--- config.mk ---
export PLATFORM = sky130hd
export DESIGN_NAME = pipe_hazard_ctrl
export DESIGN_NICKNAME = d
export VERILOG_FILES = /design/src/rtl/pipe_hazard_ctrl.sv
export SDC_FILE = /design/constraint.sdc
export NUM_CORES = 1
export LEC_CHECK = 0
export BUFFER_PORTS_ARGS = -buffer_cell sky130_fd_sc_hd__buf_4
export CAP_MARGIN = 10
export CORE_MARGIN = 10
export CORE_UTILIZATION = 40
export DETAILED_ROUTE_END_ITERATION = 6
export MAX_ROUTING_LAYER = met4
export PLACE_DENSITY = 0.69
export SLEW_MARGIN = 30
export SYNTH_ARGS = -nofsm -noshare
export SYNTH_HDL_FRONTEND = slang
export SYNTH_SLANG_ARGS = --single-unit
--- constraint.sdc ---
create_clock -name clk -period 2.45 [get_ports clk]
set_input_delay 0.1225 -clock clk [delete_from_list [all_inputs] [get_ports clk]]
set_output_delay 0.1225 -clock clk [all_outputs]
set_load 0.05 [all_outputs]
--- src/rtl/pipe_hazard_ctrl.sv ---
// Pipeline scheduler: run/halt sequencing, RAW hazard scoreboard over EX/MEM/WB,
// stall/bubble generation and post-branch flush timing for a 5-stage core.
module pipe_hazard_ctrl #(
  parameter int NREG        = 32,
  parameter int TRACK_DEPTH = 3,
  parameter int FLUSH_CYC   = 2,
  parameter int CNT_W       = 16
) (
  input  logic             clk,
  input  logic             RN,
  input  logic             start,
  input  logic             halt_req,
  input  logic             id_valid,
  input  logic [31:0]      id_ir,
  input  logic             br_resolve,
  input  logic             br_taken,
  output logic             run,
  output logic             stall,
  output logic             bubble,
  output logic             flush,
  output logic             busy,
  output logic [1:0]       state,
  output logic [CNT_W-1:0] stall_cnt,
  output logic [CNT_W-1:0] flush_cnt
);

  localparam int RW = $clog2(NREG);
  localparam int TW = $clog2(FLUSH_CYC + 1);

  localparam logic [6:0] OP_AR = 7'd0;
  localparam logic [6:0] OP_M  = 7'd1;
  localparam logic [6:0] OP_SH = 7'd3;
  localparam logic [2:0] F3_LW = 3'd0;
  localparam logic [2:0] F3_SW = 3'd1;

  typedef enum logic [1:0] {
    ST_IDLE  = 2'd0,
    ST_RUN   = 2'd1,
    ST_DRAIN = 2'd2,
    ST_HALT  = 2'd3
  } state_t;

  state_t state_reg, state_next;

  logic [TRACK_DEPTH-1:0] slot_vld_reg;
  logic [RW-1:0]          slot_rd_reg [TRACK_DEPTH];
  logic [TRACK_DEPTH-1:0] slot_hit;
  logic [TW-1:0]          flush_tmr_reg;
  logic [CNT_W-1:0]       stall_cnt_reg;
  logic [CNT_W-1:0]       flush_cnt_reg;

  logic [6:0]    opcode;
  logic [2:0]    funct3;
  logic [RW-1:0] rd_f, rs1_f, rs2_f, src_b;
  logic          use_a, use_b, writes;
  logic          advance, hazard, issue, br_accept;
  logic          unused_ir;

  assign opcode    = id_ir[6:0];
  assign funct3    = id_ir[14:12];
  assign rd_f      = id_ir[7 +: RW];
  assign rs1_f     = id_ir[15 +: RW];
  assign rs2_f     = id_ir[20 +: RW];
  assign unused_ir = ^id_ir[31:25];

  // Store data is taken from the rd field, so SW reads it as a second source.
  always_comb begin
    use_a  = 1'b0;
    use_b  = 1'b0;
    writes = 1'b0;
    src_b  = rs2_f;
    case (opcode)
      OP_AR, OP_SH: begin
        use_a  = 1'b1;
        use_b  = 1'b1;
        writes = 1'b1;
      end
      OP_M: begin
        if (funct3 == F3_LW) begin
          use_a  = 1'b1;
          writes = 1'b1;
        end else if (funct3 == F3_SW) begin
          use_a = 1'b1;
          use_b = 1'b1;
          src_b = rd_f;
        end
      end
      default: ;
    endcase
  end

  // WB slot is included: register write and decode read share the same edge.
  genvar gi;
  generate
    for (gi = 0; gi < TRACK_DEPTH; gi++) begin : g_match
      assign slot_hit[gi] = slot_vld_reg[gi] &&
                            ((use_a && (rs1_f != '0) && (rs1_f == slot_rd_reg[gi])) ||
                             (use_b && (src_b != '0) && (src_b == slot_rd_reg[gi])));
    end
  endgenerate

  assign advance   = (state_reg == ST_RUN) || (state_reg == ST_DRAIN);
  assign flush     = (flush_tmr_reg != '0);
  assign hazard    = id_valid && (state_reg == ST_RUN) && (|slot_hit);
  assign stall     = hazard && !flush;
  assign bubble    = stall;
  assign issue     = id_valid && (state_reg == ST_RUN) && !stall && !flush;
  assign br_accept = br_resolve && br_taken && advance && (flush_tmr_reg == '0);
  assign run       = advance && !stall;
  assign busy      = (|slot_vld_reg) || flush;
  assign state     = state_reg;
  assign stall_cnt = stall_cnt_reg;
  assign flush_cnt = flush_cnt_reg;

  always_comb begin
    state_next = state_reg;
    case (state_reg)
      ST_IDLE:  if (start) state_next = ST_RUN;
      ST_RUN:   if (halt_req) state_next = ST_DRAIN;
      ST_DRAIN: if (!(|slot_vld_reg) && (flush_tmr_reg == '0)) state_next = ST_HALT;
      ST_HALT:  if (start) state_next = ST_RUN;
      default:  state_next = ST_IDLE;
    endcase
  end

  always_ff @(posedge clk or negedge RN) begin
    if (!RN) begin
      state_reg <= ST_IDLE;
    end else begin
      state_reg <= state_next;
    end
  end

  // Scoreboard shifts only while the pipeline moves; writes to r0 never enter.
  always_ff @(posedge clk or negedge RN) begin
    if (!RN) begin
      slot_vld_reg <= '0;
      for (int i = 0; i < TRACK_DEPTH; i++) slot_rd_reg[i] <= '0;
    end else if (advance) begin
      slot_vld_reg[0] <= issue && writes && (rd_f != '0);
      slot_rd_reg[0]  <= rd_f;
      for (int i = 1; i < TRACK_DEPTH; i++) begin
        slot_vld_reg[i] <= slot_vld_reg[i-1];
        slot_rd_reg[i]  <= slot_rd_reg[i-1];
      end
    end
  end

  always_ff @(posedge clk or negedge RN) begin
    if (!RN) begin
      flush_tmr_reg <= '0;
    end else if (br_accept) begin
      flush_tmr_reg <= TW'(FLUSH_CYC);
    end else if (flush_tmr_reg != '0) begin
      flush_tmr_reg <= flush_tmr_reg - TW'(1);
    end
  end

  always_ff @(posedge clk or negedge RN) begin
    if (!RN) begin
      stall_cnt_reg <= '0;
      flush_cnt_reg <= '0;
    end else begin
      if (stall && (stall_cnt_reg != '1)) stall_cnt_reg <= stall_cnt_reg + CNT_W'(1);
      if (br_accept && (flush_cnt_reg != '1)) flush_cnt_reg <= flush_cnt_reg + CNT_W'(1);
    end
  end

endmodule

**Yosys cells after proc, flatten, opt, wreduce, memory -nomap -nowiden**

Index checks and enable logic that the tools add are counted.

- Register bits after elaboration: 54
- Word-level logic and storage cells: 91
- Input bits: 39
- Output and inout bits: 39

- Muxes and demuxes: 16
- Reduce and logical (&&, ||, !) cells: 47
- $add $sub $neg: 3
- Equality and inequality tests: 17

Operators with widths:

| cell | count |
|---|---|
| $add 16x1->16 const B | 2 |
| $ne 16x16->1 const B | 2 |
| $eq 5x5->1 | 6 |
| $logic_and 1x1->1 | 25 |
| $mux 5 | 3 |
| $reduce_bool 5->1 | 3 |
| $mux 2 | 5 |
| $eq 7x1->1 const B | 1 |
| $eq 7x2->1 const B | 1 |
| $logic_not 7->1 | 1 |
| $pmux 1 s2 | 3 |
| $pmux 2 s3 | 1 |
| $reduce_or 3->1 | 2 |
| $logic_or 1x1->1 | 5 |
| $eq 2x2->1 const B | 2 |
| $logic_not 2->1 | 2 |
| $mux 1 | 4 |
| $ne 2x1->1 const B | 2 |
| $reduce_bool 2->1 | 2 |
| $reduce_or 2->1 | 2 |
| $eq 3x1->1 const B | 1 |
| $logic_not 1->1 | 3 |
| $logic_not 3->1 | 1 |
| $reduce_and 3->1 | 1 |
| other kinds (3) | 3 |

**Depth between registers and ports, before layout**

Gate-level depths: netlist of the first run.

- Word-level depth: 17
- Depth in mapped cells: 11
- Gate-level depth less buffers: 9

**Least setup slack after synthesis of the first run**

OpenSTA, ideal clock, no wires.

- Path type: input-to-output
- Start: input port id_ir[2]
- End: output port stall
- Arrival time: 3.087 ns
- Required time: 2.328 ns
- Cell stages on the path: 11
- Path slack: -0.760 ns
- Path buffers: 3
- Cell sequence: nor4_4 > and4_1 > buf_6 > clkbuf_1 > nand2_1 > o32ai_1 > a21oi_1 > o41ai_1 > nand2_1 > a31oi_1 > buf_4

- Word-level cells in the longest chain between the ends: 10
- Elaborated cells between the ends (all ways): 28
- Classes of those cells: 5 x eq/ne; 3 x mux; 20 x reduce/logical

Ends and longest elaborated chain:

| element | RTL line | source |
|---|---|---|
| start, declared | 14 | `input logic [31:0] id_ir,` |
| $eq 7x2->1, or another cell as far along | 72 | `case (opcode)` |
| $reduce_or 2->1 / $mux 5 (equally long branches) | 72 |  |
| $pmux 1 s2 / $reduce_bool 5->1 (equally long branches) | 72, 98 |  |
| $logic_and 1x1->1, on equally long branches (2 in series) | 97, 98 |  |
| $logic_or 1x1->1 | 97 | `((use_a && (rs1_f != '0) && (rs1_f == slot_rd_reg[gi])) \|\|` |
| $logic_and 1x1->1 | 96 | `assign slot_hit[gi] = slot_vld_reg[gi] &&` |
| $reduce_or 3->1 * | 104 | `assign hazard = id_valid && (state_reg == ST_RUN) && (\|slot_hit);` |
| $logic_and 1x1->1 * | 104 |  |
| $logic_and 1x1->1 * | 105 | `assign stall = hazard && !flush;` |
| end, declared | 18 | `output logic stall,` |

Mark *: on every way between the ends. The rest lies on a longest branch, timed or not.

**Final worst setup path of the first run**

- Start: register slot_rd_reg[14] (netlist bit)
- End: register stall_cnt_reg[14], in the netlist stall_cnt[14]

- Word-level cells in the longest chain between the ends: 8
- Elaborated cells between the ends (all ways): 10
- Classes of those cells: 2 x eq/ne; 8 x reduce/logical

Ends and longest elaborated chain:

| element | RTL line | source |
|---|---|---|
| start, declared | 46 | `logic [RW-1:0] slot_rd_reg [TRACK_DEPTH];` |
| start signal, assigned by index | 144 | `slot_rd_reg[i] <= slot_rd_reg[i-1];` |
| $eq 5x5->1, on equally long branches | 97, 98 |  |
| $logic_and 1x1->1, on equally long branches | 97, 98 |  |
| $logic_or 1x1->1 * | 97 |  |
| $logic_and 1x1->1 * | 96 |  |
| $reduce_or 3->1 * | 104 |  |
| $logic_and 1x1->1 * | 104 |  |
| $logic_and 1x1->1 * | 105 |  |
| $logic_and 1x1->1 * | 164 | `if (stall && (stall_cnt_reg != '1)) stall_cnt_reg <= stall_cnt_reg + CNT_W'(1);` |
| end signal, assigned | 164 |  |
| end, declared | 49 | `logic [CNT_W-1:0] stall_cnt_reg;` |

Marks and branches as above.
A chain may end at the register's enable or synchronous reset.

==> results of run 1 <==
layout make-up:
class | count | area [sq um]
Clock buffer | 5 | 68.82
Clock inverter | 3 | 23.77
Fill cell | 686 | 3337
Inverter | 13 | 48.80
Multi-Input combinational cell | 281 | 2202
Sequential cell | 54 | 1363
Tap cell | 105 | 131.4
Timing Repair Buffer | 141 | 1125
worst register-to-register path, stage by stage, from the launching register on:
cell	delay, ns
dfrtp_2	0.44
buf_6	0.13
xor2_2	0.16
nor3_2	0.17
mux2i_1	0.11
or4b_4	0.53
o31ai_4	0.27
a221oi_4	0.14
buf_12	0.20
buf_6	0.13
nor4_4	0.27
xor2_1	0.17
cells in the final DEF (no fill, tap or decap), drive strengths merged, types with 5 or more instances in the layout:
cell type  netlist  routed
xnor2           19      19
nand4           12      12
nor2            16      16
nor3            11      11
inv             13      14
mux2i            5       5
mux2            15      15
xor2            38      38
nor4             9       9
nor2b           15      15
dfrtp           54      54
nand2           36      36
and3            11      11
a21oi            9       9
clkbuf          11       5
nand3           14      14
o21ai           25      25
buf              4     140
ha               5       5
power by group:
part / internal, uW / total (uW) / switching [uW]
registers: 1090 / 1300 / 209
logic: 1020 / 2170 / 1140
clock network: 205 / 517 / 312
total: 2320 / 3980 / 1660
through the flow:
step / worst slack [ns] / utilization, % / area (sq um) / hold WS (ns)
2_1_floorplan: -0.02815 / - / 3507 / -0.1731
3_3_place_gp: -0.6120 / 55.15 / 4577 / 0.2079
3_5_place_dp: -0.7466 / 55.15 / 4577 / 0.2130
4_1_cts: -0.3239 / 59.48 / 4936 / 0.1103
5_1_grt: -0.4628 / 59.79 / 4962 / 0.1217
6_report: -0.3381 / 59.79 / 4962 / 0.1270
worst max-delay path by stage:
stage	endpoint	slack, ns	startpoint	cells after the start
5_1_grt	stall	-0.46	slot_rd_reg[14]$_DFFE_PN0N_	12
2_1_floorplan	run	-0.03	id_ir[8]	10
3_3_place_gp	run	-0.61	id_ir[6]	11
4_1_cts	stall	-0.32	slot_rd_reg[14]$_DFFE_PN0N_	11
3_5_place_dp	slot_vld_reg[0]$_DFFE_PN0N_	-0.75	id_ir[14]	11
6_report	stall_cnt[14]$_DFFE_PN0P_	-0.34	slot_rd_reg[14]$_DFFE_PN0N_	11
routing by layer:
| metal | vias to the layer above | global-route usage, % |
|---|---|---|
| li1 | 1552 | - |
| met1 | 1598 | 20.70 |
| met2 | 78 | 27.65 |
| met3 | 14 | 2.272 |
| met4 | 0 | 4.399 |
| met5 | - | - |
logic make-up after synthesis:
family / count (synthesis)
AOI/OAI and AO/OA: 56
xor gates and xnor gates: 57
adders and majority gates: 5
and+or+nand+nor: 143
buffers and inverters: 28
DFF: 54
muxes: 20
repair_timing:
action	in CTS	in global routing
endpoints found under the setup margin	20	21
hold buffers	1	0
resized for setup	41	7
pin swaps	7	1
endpoints found under the hold margin	54	0
setup buffers	5	0
==> run metrics, run 1 <==
status finished, violations left; failing checks negative setup slack; number of global-route vias before repair 3,483; Worst R2R Path Depth 11; Vias 3,242; Final period util 113.8%; DR pass1 iterations 4; total negative slack -4.561 ns; Compound-Gate Fraction of Synth Area 10.56%; Clock Sinks 54; top-count cell post-synth dfrtp_1; Rel. slew slack 54.76%; ANT nets after route 0; CTS Buf Count 5; Overflow after GRT 0; Reg clk slew, reported paths 0.10 ns; sequential area share after synthesis 39.32%; last weighted congestion value of the routability-driven placer 1.025; Crit Path Class flop to flop; DR WL/cell 17.05 um; routed wl met2 5154 um; Rows 33; Max Root-Sink Buffers 2; routed wire length 10,260 um; worst slew pin tran 0.6786 ns; skew final 0.01145 ns; H-tree levels 2; post-layout minimum cycle time 2.788 ns; sink of the worst hold path slot_rd_reg[10]$_DFFE_PN0N_; post-synthesis simple-gate area fraction 23.81%; Hold Vio Cnt, Final 0; Synth Area in XOR/XNOR 14.52%; r2r endpoint stall_cnt[14]$_DFFE_PN0P_; CP required 2.69 ns; WP buf/inv 3; syn_nets 407; Vias/cell 5.385; largest net degree at the start of global routing 55; layout cell share with drive strength beyond 1 42.05%; CP Cell Sequence buf_6, xor2_2, nor3_2, mux2i_1, or4b_4, o31ai_4, a221oi_4, buf_12, buf_6, nor4_4, xor2_1; worst skew pair latency 0.31 ns; most used cell, CP buf_6; Synth area leaders dfrtp_1 (39%), xor2_1 (9.7%), mux2_2 (4.9%); setup ws final -0.3381 ns; die height 112.7 um; Hold Path Class primary input to flop; global-route usage over all layers 16.63%; total power 3981 uW; top layer in use met4; post-synth top area cell dfrtp_1; drt drc 0; Peak VDD IR 0.5983 mV; initial antenna violation count 0; number of diodes 0; Power Density 802.2 nW/um^2; Critical Path Source Type flop; yosys warns 0; Yosys top cell area share 39.32%; top post-synthesis cells by count dfrtp_1 (54), xor2_1 (38), nand2_1 (36); 1st-iter DRT viols 156; Buffers on Ports 70; number of synthesized flops with an enable pin 0; Root Driver clkbuf_8; Reg-to-Reg Start slot_rd_reg[14]$_DFFE_PN0N_; Final Setup Violations 19; Avg Cell Area, Syn 9.468 sq um; Area growth syn-to-layout 44.38%; Synth Instances 363; ys flop type dfrtp_1; hold depth 2; metal3 WL 317 um; Die ar. 12,700 sq um; Die Wd 112.7 um; Final Max Tran Viols 0; worst stage delay on the critical path 0.53 ns; post-synth cell types 50; CP max-delay cell or4b_4; CTS tree yes; Placed Cells 588; Leakage 0.002406 uW; Fmax achieved 0.3587 GHz; WP data arrival 3.03 ns; largest family of logic cells by synthesized area simple AND/OR/NAND/NOR gates; crit-path max FO 12; core area 8299 sq um; Post-Syn Area 3437 sq um; max cap viols 0; RSZ-0062 raised after global routing yes; Detail Placement HPWL 8025 um; synthesized-area fraction occupied by adder cells 1.820%; crit path capture type flop; synthesized flop and latch total 54; # IOs 78; Routed met1 length 4624 um; hold path startpoint id_ir[7]; ys async rst share 100.0%; Initial Util 41.41%; delay-heaviest family, CP simple AND/OR/NAND/NOR gates; global-route wire length before repair 17,480 um; Final Non-Filler Cells 602; Layout Nets 540; proportion of synthesized area in mux cells 6.371%; flop2flop setup slack -0.34 ns
No activity file was read; power rests on OpenSTA's default activity.
==> run 2: changes to the inputs <==
--- a/config.mk
+++ b/config.mk
@@ -5,13 +5,14 @@
 export SDC_FILE = /design/constraint.sdc
 export NUM_CORES = 1
 export LEC_CHECK = 0
+export ABC_AREA = 1
 export BUFFER_PORTS_ARGS = -buffer_cell sky130_fd_sc_hd__buf_4
 export CAP_MARGIN = 10
 export CORE_MARGIN = 10
 export CORE_UTILIZATION = 40
 export DETAILED_ROUTE_END_ITERATION = 6
 export MAX_ROUTING_LAYER = met4
-export PLACE_DENSITY = 0.69
+export PLACE_DENSITY = 0.7
 export SLEW_MARGIN = 30
 export SYNTH_ARGS = -nofsm -noshare
 export SYNTH_HDL_FRONTEND = slang
==> run 2 against run 1 <==
Compared with the run above: the flow now finishes without violations; clock power increased by 24%; count of clock-buffer cells in the layout increased by 1; critical path depth increased by 1; cell area decreased by 15%; critical endpoint is now flush_cnt[15]$_DFFE_PN0P_; largest cell class unchanged.
==> run metrics, run 2 <==
status complete, no violations; Worst R2R Path Depth 12; CP required 2.68 ns; placed instance area 4039 sq um; Reg-to-Reg Start state[0]$_DFFE_PN0P_; Die ar. 12,540 sq um; Initial Util 41.19%; Vias/cell 4.824; syn_nets 497; CTS Buf Count 5; top layer in use met4; yosys warns 0; Hold Vio Cnt, Final 0; top-count cell post-synth nand2_1; number of diodes 0; hold depth 3; number of synthesized flops with an enable pin 0; Comb power frac 42.7%; crit path capture type flop; CP Cell Sequence inv_1, ha_1, inv_2, nand3_1, nor2_1, nand2_1, nor2_4, nand4_1, nor3_2, nand3_2, nor3_2, xor2_1; number of global-route vias before repair 3,098; Hold Path Class primary input to flop; most used cell, CP nor3_2; Final Cell Area 4200 sq um; Final period util 92.09%; post-layout minimum cycle time 2.256 ns; Detail Placement HPWL 6549 um; Rows 33; delay-heaviest family, CP simple AND/OR/NAND/NOR gates; Critical Path Source Type flop; Synth area leaders dfrtp_1 (40%), nand2_1 (16%), xor2_1 (7.8%); Max Root-Sink Buffers 2; Reg clk slew, reported paths 0.10 ns; hold path startpoint id_ir[11]; Routed met1 length 3756 um; Vias 3,073; core area 8217 sq um; metal3 WL 290 um; part of the power in registers 38.2%; r2r endpoint flush_cnt[15]$_DFFE_PN0P_; global-route wire length before repair 14,300 um; Crit Path Class flop to flop; 1st-iter DRT viols 107; layout cell share with drive strength beyond 1 20.30%; Rel. slew slack 55.15%; ys async rst share 100.0%; Buffers on Ports 70; ys flop type dfrtp_1; crit-path max FO 4; Post-Syn Area 3384 sq um; Root Driver clkbuf_8; global-route usage over all layers 13.52%; WP buf/inv 2; Fmax achieved 0.4432 GHz; WP data arrival 2.49 ns; Die Wd 112.0 um; sink of the worst hold path slot_rd_reg[14]$_DFFE_PN0N_; DR WL/cell 13.05 um; Peak VDD IR 0.5499 mV; ANT nets after route 0; Leakage 0.002172 uW; largest net degree at the start of global routing 55; routed wire length 8315 um; post-synth top area cell dfrtp_1; routed wl met2 4202 um; part of the power in the clock network 19.1%; Synth Instances 453; max cap viols 0; # IOs 78; Final Max Tran Viols 0; Overflow after GRT 0; worst stage delay on the critical path 0.40 ns; most common cell after layout, fill and taps aside nand2_1; drt drc 0; H-tree levels 2; Area growth syn-to-layout 24.10%; skew final 0.009284 ns; die height 112.0 um; total power 3348 uW; synthesized flop and latch total 54; P_sw 1410 uW; Power Density 797.1 nW/um^2; CTS tree yes; post-synth cell types 29; sequential area share after synthesis 39.93%; flop2flop setup slack 0.19 ns; DR pass1 iterations 5; Avg Cell Area, Syn 7.471 sq um; Net Sw Frac 42.11%; worst skew pair latency 0.31 ns; Yosys top cell area share 39.93%; total negative slack 0 ns; Final Setup Violations 0; Layout Nets 575; top post-synthesis cells by count nand2_1 (142), dfrtp_1 (54), inv_1 (54); Clock Sinks 54; last weighted congestion value of the routability-driven placer 0.9136; Internal 1938 uW; initial antenna violation count 0; most frequent cells in the layout nand2_1 (142), buf_4 (76), inv_1 (54); worst slew pin tran 0.6728 ns; CP max-delay cell dfrtp_2
[run 2: logic make-up after synthesis]
| family | Yosys count | share of synthesized area (%) |
|---|---|---|
| adder cells (fa/ha/maj) | 5 | 1.848 |
| XOR/XNOR | 52 | 13.46 |
| AND/OR/NAND/NOR | 250 | 32.61 |
| multiplexers | 1 | 0.3327 |
| flip-flops | 54 | 39.93 |
| buffers and inverters | 61 | 7.135 |
| AO/OA/AOI/OAI | 30 | 4.695 |
[run 2: final cells by class]
class                   instances  area [sq um]
clock buffers                   6         82.58
clock inverters                 2         38.79
fillers                       791          4016
inverters                      55         206.4
multi-input cells             338          1807
flip-flops and latches         54          1354
well taps                     105         131.4
repair buffers                 77         580.6
[run 2: worst min-delay path, stage by stage]
cell and delay (ns):
buf_4 0.11, inv_1 0.06, o21ai_0 0.07
[run 2: worst max path at each step]
| stage | end | start | depth (start not counted) | slack [ns] |
|---|---|---|---|---|
| after CTS | flush_cnt[15]$_DFFE_PN0P_ | state[0]$_DFFE_PN0P_ | 12 | 0.13 |
| final | flush_cnt[15]$_DFFE_PN0P_ | state[0]$_DFFE_PN0P_ | 12 | 0.19 |
| after global routing | flush_cnt[15]$_DFFE_PN0P_ | state[0]$_DFFE_PN0P_ | 12 | -0.03 |
| after global placement | flush_cnt[15]$_DFFE_PN0P_ | state[0]$_DFFE_PN0P_ | 12 | 0.27 |
| after detailed placement | flush_cnt[15]$_DFFE_PN0P_ | state[0]$_DFFE_PN0P_ | 12 | 0.14 |
| after floorplan | flush_cnt[15]$_DFFE_PN0P_ | state[0]$_DFFE_PN0P_ | 12 | 0.007 |
[run 2: stage by stage]
step | setup WS, ns | util (%) | std cells | hold slack, ns
2_1_floorplan | 0.007207 | - | 453 | -0.1731
3_3_place_gp | 0.2734 | 49.15 | 626 | 0.2096
3_5_place_dp | 0.1438 | 49.15 | 626 | 0.2187
4_1_cts | 0.1343 | 50.75 | 635 | 0.08704
5_1_grt | -0.02702 | 51.12 | 637 | 0.08792
6_report | 0.1938 | 51.12 | 637 | 0.09262
[run 2: timing repair]
action | 4_1_cts | 5_1_grt
gates resized for setup | 0 | 3
buffers inserted | 0 | 2
setup endpoints to repair | 0 | 1
hold buffers | 1 | 0
endpoints found under the hold margin | 54 | 0
[run 2: power by group through the flow]
stage                     Sequential [uW]  Combinational, uW  Clock, uW
after floorplan                      1390                893          0
after global placement               1290               1410          0
after detailed placement             1290               1440          0
after CTS                            1280               1450        655
after global routing                 1310               1610        702
final                                1280               1430        640
[run 2: layer usage]
layer,up-vias,track usage (%)
met5,-,-
met4,0,2.284
met3,6,2.952
met2,61,23.43
met1,1426,15.89
li1,1580,-
